--- config.mk ---
export PLATFORM = sky130hd
export DESIGN_NAME = mod4051_reduce_ctrl
export DESIGN_NICKNAME = d
export VERILOG_FILES = /design/src/rtl/mod4051_pkg.sv /design/src/rtl/mod4051_chunk_lut.sv /design/src/rtl/mod4051_reduce_ctrl.sv
export SDC_FILE = /design/constraint.sdc
export NUM_CORES = 1
export LEC_CHECK = 0
export ABC_CLOCK_PERIOD_IN_PS = 22200
export CAP_MARGIN = 10
export CORE_UTILIZATION = 60
export DETAILED_ROUTE_END_ITERATION = 8
export PLACE_DENSITY = 0.8
export SLEW_MARGIN = 25
export SYNTH_ARGS = -nofsm -noshare
export SYNTH_HDL_FRONTEND = slang
export SYNTH_HIERARCHICAL = 1
export SYNTH_SLANG_ARGS = --single-unit
--- constraint.sdc ---
create_clock -name clk -period 22.2 [get_ports clk]
set_input_delay 6.66 -clock clk [delete_from_list [all_inputs] [get_ports clk]]
set_output_delay 6.66 -clock clk [all_outputs]
set_load 0.03 [all_outputs]
--- src/rtl/mod4051_pkg.sv ---
// Shared constants, FSM state type and chunk weight helper
// for the mod-4051 chunked reduction controller.
package mod4051_pkg;

    localparam int DEF_MOD     = 4051;
    localparam int DEF_CHUNK_W = 6;
    localparam int DEF_NCHUNK  = 6;
    localparam int DEF_RES_W   = 12;

    typedef enum logic [1:0] {
        S_IDLE = 2'd0,
        S_RUN  = 2'd1,
        S_DONE = 2'd2
    } state_t;

    // (2^cw)^i mod m, evaluated at elaboration to build the weight table
    function automatic int chunk_weight(input int i, input int cw, input int m);
        int w;
        w = 1 % m;
        for (int k = 0; k < 8; k++) begin
            if (k < i) w = (w << cw) % m;
        end
        return w;
    endfunction

endpackage

--- src/rtl/mod4051_chunk_lut.sv ---
// Combinational chunk residue: chunk * 64^idx mod MOD.
// Weights are elaboration-time constants; only the product is reduced.
module mod4051_chunk_lut
    import mod4051_pkg::*;
#(
    parameter int MOD     = DEF_MOD,
    parameter int CHUNK_W = DEF_CHUNK_W,
    parameter int RES_W   = DEF_RES_W
) (
    input  logic [2:0]         idx,
    input  logic [CHUNK_W-1:0] chunk,
    output logic [RES_W-1:0]   res
);

    logic [RES_W-1:0]         wtab [8];
    logic [RES_W-1:0]         w;
    logic [CHUNK_W+RES_W-1:0] prod;

    for (genvar g = 0; g < 8; g++) begin : g_wtab
        assign wtab[g] = RES_W'(chunk_weight(g, CHUNK_W, MOD));
    end

    assign w    = wtab[idx];
    assign prod = chunk * w;
    assign res  = RES_W'(int'(prod) % MOD);

endmodule

--- src/rtl/mod4051_reduce_ctrl.sv ---
// Sequential X mod 4051 reducer: one 6-bit chunk per cycle through
// a residue LUT and a single conditional-subtract modular adder.
module mod4051_reduce_ctrl
    import mod4051_pkg::*;
#(
    parameter int MOD     = DEF_MOD,
    parameter int CHUNK_W = DEF_CHUNK_W,
    parameter int NCHUNK  = DEF_NCHUNK,
    parameter int RES_W   = DEF_RES_W
) (
    input  logic                      clk,
    input  logic                      rst_n,
    input  logic                      in_valid,
    output logic                      in_ready,
    input  logic [CHUNK_W*NCHUNK-1:0] in_data,
    input  logic                      clr,
    output logic                      out_valid,
    input  logic                      out_ready,
    output logic [RES_W-1:0]          out_data,
    output logic                      busy
);

    localparam int             OP_W = CHUNK_W * NCHUNK;
    localparam logic [2:0]     LAST = 3'(NCHUNK - 1);
    localparam logic [RES_W:0] MODW = (RES_W + 1)'(MOD);

    state_t             state;
    logic [OP_W-1:0]    opnd;
    logic [2:0]         idx;
    logic [RES_W-1:0]   acc;
    logic [CHUNK_W-1:0] chunk;
    logic [RES_W-1:0]   lut;
    logic [RES_W:0]     sum;
    logic [RES_W-1:0]   red;

    assign chunk = opnd[32'(idx) * CHUNK_W +: CHUNK_W];

    mod4051_chunk_lut #(
        .MOD     (MOD),
        .CHUNK_W (CHUNK_W),
        .RES_W   (RES_W)
    ) u_lut (
        .idx   (idx),
        .chunk (chunk),
        .res   (lut)
    );

    // Both operands are < MOD, so one conditional subtract suffices
    assign sum = {1'b0, acc} + {1'b0, lut};
    assign red = (sum >= MODW) ? RES_W'(sum - MODW) : sum[RES_W-1:0];

    assign out_data = acc;

    always_ff @(posedge clk or negedge rst_n) begin
        if (!rst_n) begin
            state     <= S_IDLE;
            opnd      <= '0;
            idx       <= '0;
            acc       <= '0;
            in_ready  <= 1'b1;
            out_valid <= 1'b0;
            busy      <= 1'b0;
        end else if (clr) begin
            state     <= S_IDLE;
            idx       <= '0;
            acc       <= '0;
            in_ready  <= 1'b1;
            out_valid <= 1'b0;
            busy      <= 1'b0;
        end else begin
            unique case (state)
                S_IDLE: begin
                    if (in_valid) begin
                        opnd     <= in_data;
                        idx      <= '0;
                        acc      <= '0;
                        state    <= S_RUN;
                        in_ready <= 1'b0;
                        busy     <= 1'b1;
                    end
                end
                S_RUN: begin
                    acc <= red;
                    idx <= idx + 3'd1;
                    if (idx == LAST) begin
                        state     <= S_DONE;
                        out_valid <= 1'b1;
                    end
                end
                S_DONE: begin
                    if (out_ready) begin
                        state     <= S_IDLE;
                        out_valid <= 1'b0;
                        in_ready  <= 1'b1;
                        busy      <= 1'b0;
                    end
                end
                default: begin
                    state     <= S_IDLE;
                    in_ready  <= 1'b1;
                    out_valid <= 1'b0;
                    busy      <= 1'b0;
                end
            endcase
        end
    end

endmodule

==> impl_metrics.env, run 1 <==
export IMPL_core_rowCount=45
export IMPL_initial_utilization_pct=61.2
export IMPL_setup_violations=0
export IMPL_worst_pin_slew_ns=0.972
export IMPL_multi_input_area_um2=7360
export IMPL_routed_wire_length_per_instance_um=16.9
export IMPL_crit_required_ns=22.38
export IMPL_synth_warnings=6
export IMPL_regToRegEndpoint="out_data[5]"
export IMPL_core_area_um2=15100
export IMPL_ys_flop_type="dfrtp_1"
export IMPL_syn_inst=1120
export IMPL_io_pins=56
export IMPL_fill_cells=1288
export IMPL_criticalPathCategory="reg2reg"
export IMPL_seqCellArea_um2=1400
export IMPL_rr_startpoint="idx[1]"
export IMPL_die_w_um=126
export IMPL_dp_hpwl_um=17800
export IMPL_hp_class="reg2reg"
export IMPL_dp_cells=1322
export IMPL_syn_num_nets=1247
export IMPL_rr_worst_depth=49
export IMPL_drive_gt1_share_pct=10.9
export IMPL_yosysSeqAreaShare_pct=15.1
export IMPL_cts_tree="yes"
export IMPL_vias=8569
export IMPL_grt_pass1_vias=8011
export IMPL_synth_edff_count=0
export IMPL_whs_endpoint="opnd[11]"
export IMPL_cts_setup_buffers=0
export IMPL_total_power_uw=634
export IMPL_postCtsHoldBufs=0
export IMPL_area_delta_synth_final_pct=7.73
export IMPL_finalHoldViolations=0
export IMPL_overflow=0
export IMPL_yosysMostFrequentCell="nor2_1"
export IMPL_numCtsBuffers=5
export IMPL_timing_fmax_mhz=63.9
export IMPL_peakVddDrop_v=0.0000839
export IMPL_die_h_um=126
export IMPL_post_cts_resized=0
export IMPL_leakage_nw=4.21
export IMPL_maxSlewHeadroom_pct=34.7
export IMPL_antenna_found_initial=0
export IMPL_dieArea_um2=16000
export IMPL_netlist_top_cells_count="nor2_1 (87), nand2_1 (75), inv_1 (74), a21oi_1 (57), dfrtp_1 (55)"
export IMPL_dr_pass1_iters=5
export IMPL_grt_usage_pct=28.6
export IMPL_powerDensity_nw_per_um2=63.4
export IMPL_htree_levels=2
export IMPL_clkSinkCount=56
export IMPL_status="complete, no violations"
export IMPL_grt_pass1_wl_um=38200
export IMPL_antennaDiodeCount=0
export IMPL_crit_path_end_kind="register"
export IMPL_grt_max_degree=57
export IMPL_synthDistinctLibCells=118
export IMPL_clk_latency_ns=0.30
export IMPL_ant_nets=0
export IMPL_cap_violations=0
export IMPL_routed_wl_um=22500
export IMPL_hp_start="opnd[11]"
export IMPL_tns_ns=0
export IMPL_synth_top_cell_by_area="dfrtp_1"
export IMPL_yosysTopAreaCellShare_pct=14.8
export IMPL_r2r_slack_ns=6.56
export IMPL_start_kind="register"
export IMPL_min_period_ns=15.64
export IMPL_via_per_inst=6.44
export IMPL_slew_violations=0
export IMPL_synthTopCellsByArea="dfrtp_1 (15%), fa_1 (9.1%), ha_1 (5.9%)"
export IMPL_gp_congestion=0.892
export IMPL_drt_iter0_markers=662
export IMPL_crit_slowest_cell="mux2i_1"
export IMPL_critPathMaxFanout=17
export IMPL_critPathArrivalTime_ns=15.82
export IMPL_rsz0062_at_grt="false"
export IMPL_critPathMaxStageDelay_ns=0.76
export IMPL_syn_cell_area_um2=9270
export IMPL_min_delay_path_depth=1
export IMPL_min_period_over_period_pct=70.5
export IMPL_drc=0
export IMPL_path_clk_slew_ns=0.07
export IMPL_fin_skew_ns=0.00405
export IMPL_ys_ff_latch=56
export IMPL_clk_path_buf_depth=2
export IMPL_startpoint="idx[1]"
export IMPL_io_buffer_count=55
export IMPL_ys_async_sr_fraction_pct=100
export IMPL_root_buffer="clkbuf_16"
export IMPL_nets=1268
export IMPL_instances_no_fill=1330
export IMPL_syn_area_per_cell_um2=8.28
[power breakdown]
part	total, mW	switching, mW	internal, mW
logic	0.417	0.256	0.161
clock network	0.0790	0.0369	0.0421
registers	0.138	0.0163	0.122
total	0.634	0.309	0.325
[state kept, by name, indices dropped and copies added, names as in the netlist]
signal	flops
busy	1
idx	3
in_ready	1
opnd	36
out_data	12
out_valid	1
state	2
[worst max path at each step]
stage | end | slack (ns) | depth (start not counted)
2_1_floorplan | out_data[5] | 7.86 | 56
3_3_place_gp | out_data[5] | 6.72 | 49
3_5_place_dp | out_data[5] | 6.45 | 49
4_1_cts | out_data[5] | 6.38 | 49
5_1_grt | out_data[8] | 5.41 | 50
6_report | out_data[5] | 6.56 | 49
[cell type report]
type,count,share of cell area (%)
inverters,75,2.82
well taps,188,2.35
multi-input cells,946,73.7
clock buffers,5,1.25
clock inverters,3,0.213
repair buffers,57,5.61
flip-flops and latches,56,14.1
[cell families after synthesis]
| logic type | synth area share, % |
|---|---|
| buffers and inverters | 5.56 |
| flip-flops | 15.1 |
| multiplexers | 8.82 |
| AO/OA/AOI/OAI | 27.2 |
| AND/OR/NAND/NOR | 23.7 |
| XOR/XNOR | 4.16 |
| adder cells (fa/ha/maj) | 15.4 |
[layout by cell type (no fill, tap or decap), types with 16 or more instances in the layout]
master / count
a211oi_1: 20
a21o_1: 21
a21oi_1: 57
a31oi_1: 16
and2_1: 38
clkdlybuf4s50_1: 54
dfrtp_1: 54
fa_1: 42
ha_1: 44
inv_1: 74
mux2_2: 41
mux2i_1: 16
nand2_1: 75
nand3_1: 35
nor2_1: 86
nor2b_1: 28
nor3_1: 37
o21ai_0: 47
or3_1: 17
xnor2_1: 29
[metrics by stage]
step	utilization [%]	instance area [um2]	hold WS, ns	worst slack (ns)
floorplan	-	9270	0.475	7.86
global placement	65.0	9840	0.487	6.72
detailed placement	65.0	9840	0.495	6.45
CTS	65.9	9990	0.511	6.38
global route	66.0	9990	0.521	5.41
finish	66.0	9990	0.509	6.56
[worst max-delay path: cells and delay by family (launching register included)]
family / cells / cell delay (ns)
xor gates and xnor gates: 2 / 0.40
buffers and inverters: 4 / 0.25
muxes: 5 / 2.06
DFF: 1 / 0.74
adders and majority gates: 7 / 2.93
and+or+nand+nor: 13 / 3.66
AOI/OAI and AO/OA: 18 / 5.46
[per-layer routing]
layer  share of wire, %  vias up  wire (um)  global-route usage (%)
li1                   -     4214          -                       -
met3                4.0       30        892                    1.90
met5                  0        -          0                       0
met2                 47      263      10500                    47.5
met1                 48     4062      10700                    40.7
met4                1.4        0        314                    6.73
(Power assumes the default switching activity.)
==> inputs of run 2 (changes only) <==
- ABC_CLOCK_PERIOD_IN_PS: 22200 -> 15100
- clock period: 22.2 -> 15.1 ns (I/O delays scaled with it)
==> run 2 against run 1 <==
  * Total power grew 53%
  * Worst setup slack lost 5.9 ns
  * Combinational power increased by 53%
  * Final area increased by 2.7%
  * Wire length increased by 2.9%
  * Clock power increased by 68%
  * Maximum frequency is 8.3% higher
  * Clock-buffer cell count is 1 higher
  * Critical endpoint is now out_data[9]
==> impl_metrics.env, run 2 (synthesis gave the netlist of run 1 again) <==
export IMPL_status="complete, no violations"
export IMPL_antennaDiodeCount=0
export IMPL_largest_reg_flops=36
export IMPL_drc=0
export IMPL_dp_hpwl_um=17800
export IMPL_hp_start="opnd[2]"
export IMPL_clk_latency_ns=0.30
export IMPL_grt_pass1_wl_um=39200
export IMPL_io_buffer_count=55
export IMPL_core_rowCount=45
export IMPL_drive_gt1_share_pct=13.6
export IMPL_startpoint="idx[0]"
export IMPL_io_pins=56
export IMPL_nets=1283
export IMPL_ant_nets=0
export IMPL_slew_violations=0
export IMPL_tns_ns=0
export IMPL_min_period_ns=14.44
export IMPL_mostFrequentLayoutCell="nor2_1"
export IMPL_criticalPathCategory="reg2reg"
export IMPL_grt_max_degree=57
export IMPL_powerDensity_nw_per_um2=94.8
export IMPL_layout_common_cells="nor2_1 (85), nand2_1 (75), inv_1 (74)"
export IMPL_numCtsBuffers=5
export IMPL_critPathArrivalTime_ns=14.65
export IMPL_antenna_found_initial=0
export IMPL_crit_path_end_kind="register"
export IMPL_start_kind="register"
export IMPL_crit_required_ns=15.31
export IMPL_htree_levels=2
export IMPL_maxSlewHeadroom_pct=42.1
export IMPL_area_delta_synth_final_pct=10.6
export IMPL_grt_usage_pct=29.4
export IMPL_peakVddDrop_v=0.000140
export IMPL_top_register="opnd"
export IMPL_overflow=0
export IMPL_hold_slack_ns=0.511
export IMPL_dr_pass1_iters=6
export IMPL_drt_iter0_markers=782
export IMPL_die_w_um=126
export IMPL_gp_congestion=0.988
export IMPL_worst_pin_slew_ns=0.861
export IMPL_dieArea_um2=16000
export IMPL_vias=8774
export IMPL_routed_wire_length_per_instance_um=17.2
export IMPL_fin_skew_ns=0.00627
export IMPL_initial_utilization_pct=61.2
export IMPL_clk_path_buf_depth=2
export IMPL_crit_slowest_cell="fa_1"
export IMPL_path_clk_slew_ns=0.07
export IMPL_clkSinkCount=56
export IMPL_min_period_over_period_pct=95.6
export IMPL_total_power_uw=972
export IMPL_core_area_um2=15100
export IMPL_leakage_nw=4.33
export IMPL_die_h_um=126
export IMPL_cts_tree="yes"
export IMPL_routed_wl_um=23100
export IMPL_finalHoldViolations=0
export IMPL_setup_violations=0
export IMPL_grt_pass1_vias=8239
export IMPL_hp_class="reg2reg"
export IMPL_cap_violations=0
export IMPL_rr_startpoint="idx[0]"
export IMPL_postCtsHoldBufs=0
export IMPL_via_per_inst=6.52
export IMPL_critPathMaxStageDelay_ns=0.54
export IMPL_timing_fmax_mhz=69.3
export IMPL_critPathMaxFanout=14
export IMPL_root_buffer="clkbuf_16"
[run 2: cell count changes in the layout (fill, tap and decap cells not counted), sizes merged]
cell and delta:
clkinvlp -1, buf +15, clkbuf +1, bufinv +1, clkinv -1
[run 2: report_power, final]
group          total, mW  switching (mW)  internal [mW]
logic              0.638           0.389          0.249
registers          0.202          0.0227          0.179
clock network      0.133          0.0537         0.0790
total              0.972           0.466          0.507
[run 2: path summary, 6_finish.rpt]
check	end	slack, ns	cells after the start
worst max-delay path	out_data[9]	0.66	50
worst min-delay path	opnd[2]	0.51	1
worst max register to register	out_data[9]	0.66	50
worst min register to register	opnd[2]	0.51	1
max in group asynchronous	idx[1]	10.24	2
min in group asynchronous	out_data[10]	4.35	2
[run 2: repair_timing]
item                                    in CTS  in global routing
setup buffers                                0                  7
pin swaps                                    0                  4
hold endpoints to repair                     0                  0
endpoints found under the setup margin       2                 12
resized for setup                            2                 23
gates cloned                                 0                  0
[run 2: stage by stage]
step / setup WS, ns / instances / utilization, % / instance area, um2
floorplan: 0.757 / 1120 / - / 9270
global placement: 0.556 / 1330 / 65.4 / 9900
detailed placement: 0.0746 / 1330 / 65.4 / 9900
CTS: 0.00452 / 1338 / 66.6 / 10100
global route: -0.0216 / 1345 / 67.7 / 10300
finish: 0.660 / 1345 / 67.7 / 10300
[run 2: per-layer routing]
metal	share of wire, %	track usage (%)	vias to the layer above	wire, um
li1	-	-	4246	-
met1	45	41.3	4129	10500
met2	47	48.8	355	10800
met3	5.9	1.81	44	1360
met4	2.1	8.86	0	492
met5	0	0	-	0
[run 2: cell type report]
cell class | count | area [um2]
tap | 188 | 235
timing repair buffer | 72 | 673
multi-input combinational | 946 | 7490
sequential | 56 | 1410
inverter | 75 | 282
clock buffer | 6 | 129
fill | 1226 | 4890
clock inverter | 2 | 38.8
[run 2: critical path: cells and delay by family, from the launching register on]
kind / cells / cell delay, ns
AO/OA/AOI/OAI: 22 / 6.33
XOR/XNOR: 2 / 0.43
adder cells (fa/ha/maj): 7 / 2.96
buffers and inverters: 6 / 0.57
flip-flops: 1 / 0.51
multiplexers: 5 / 1.83
AND/OR/NAND/NOR: 8 / 1.70
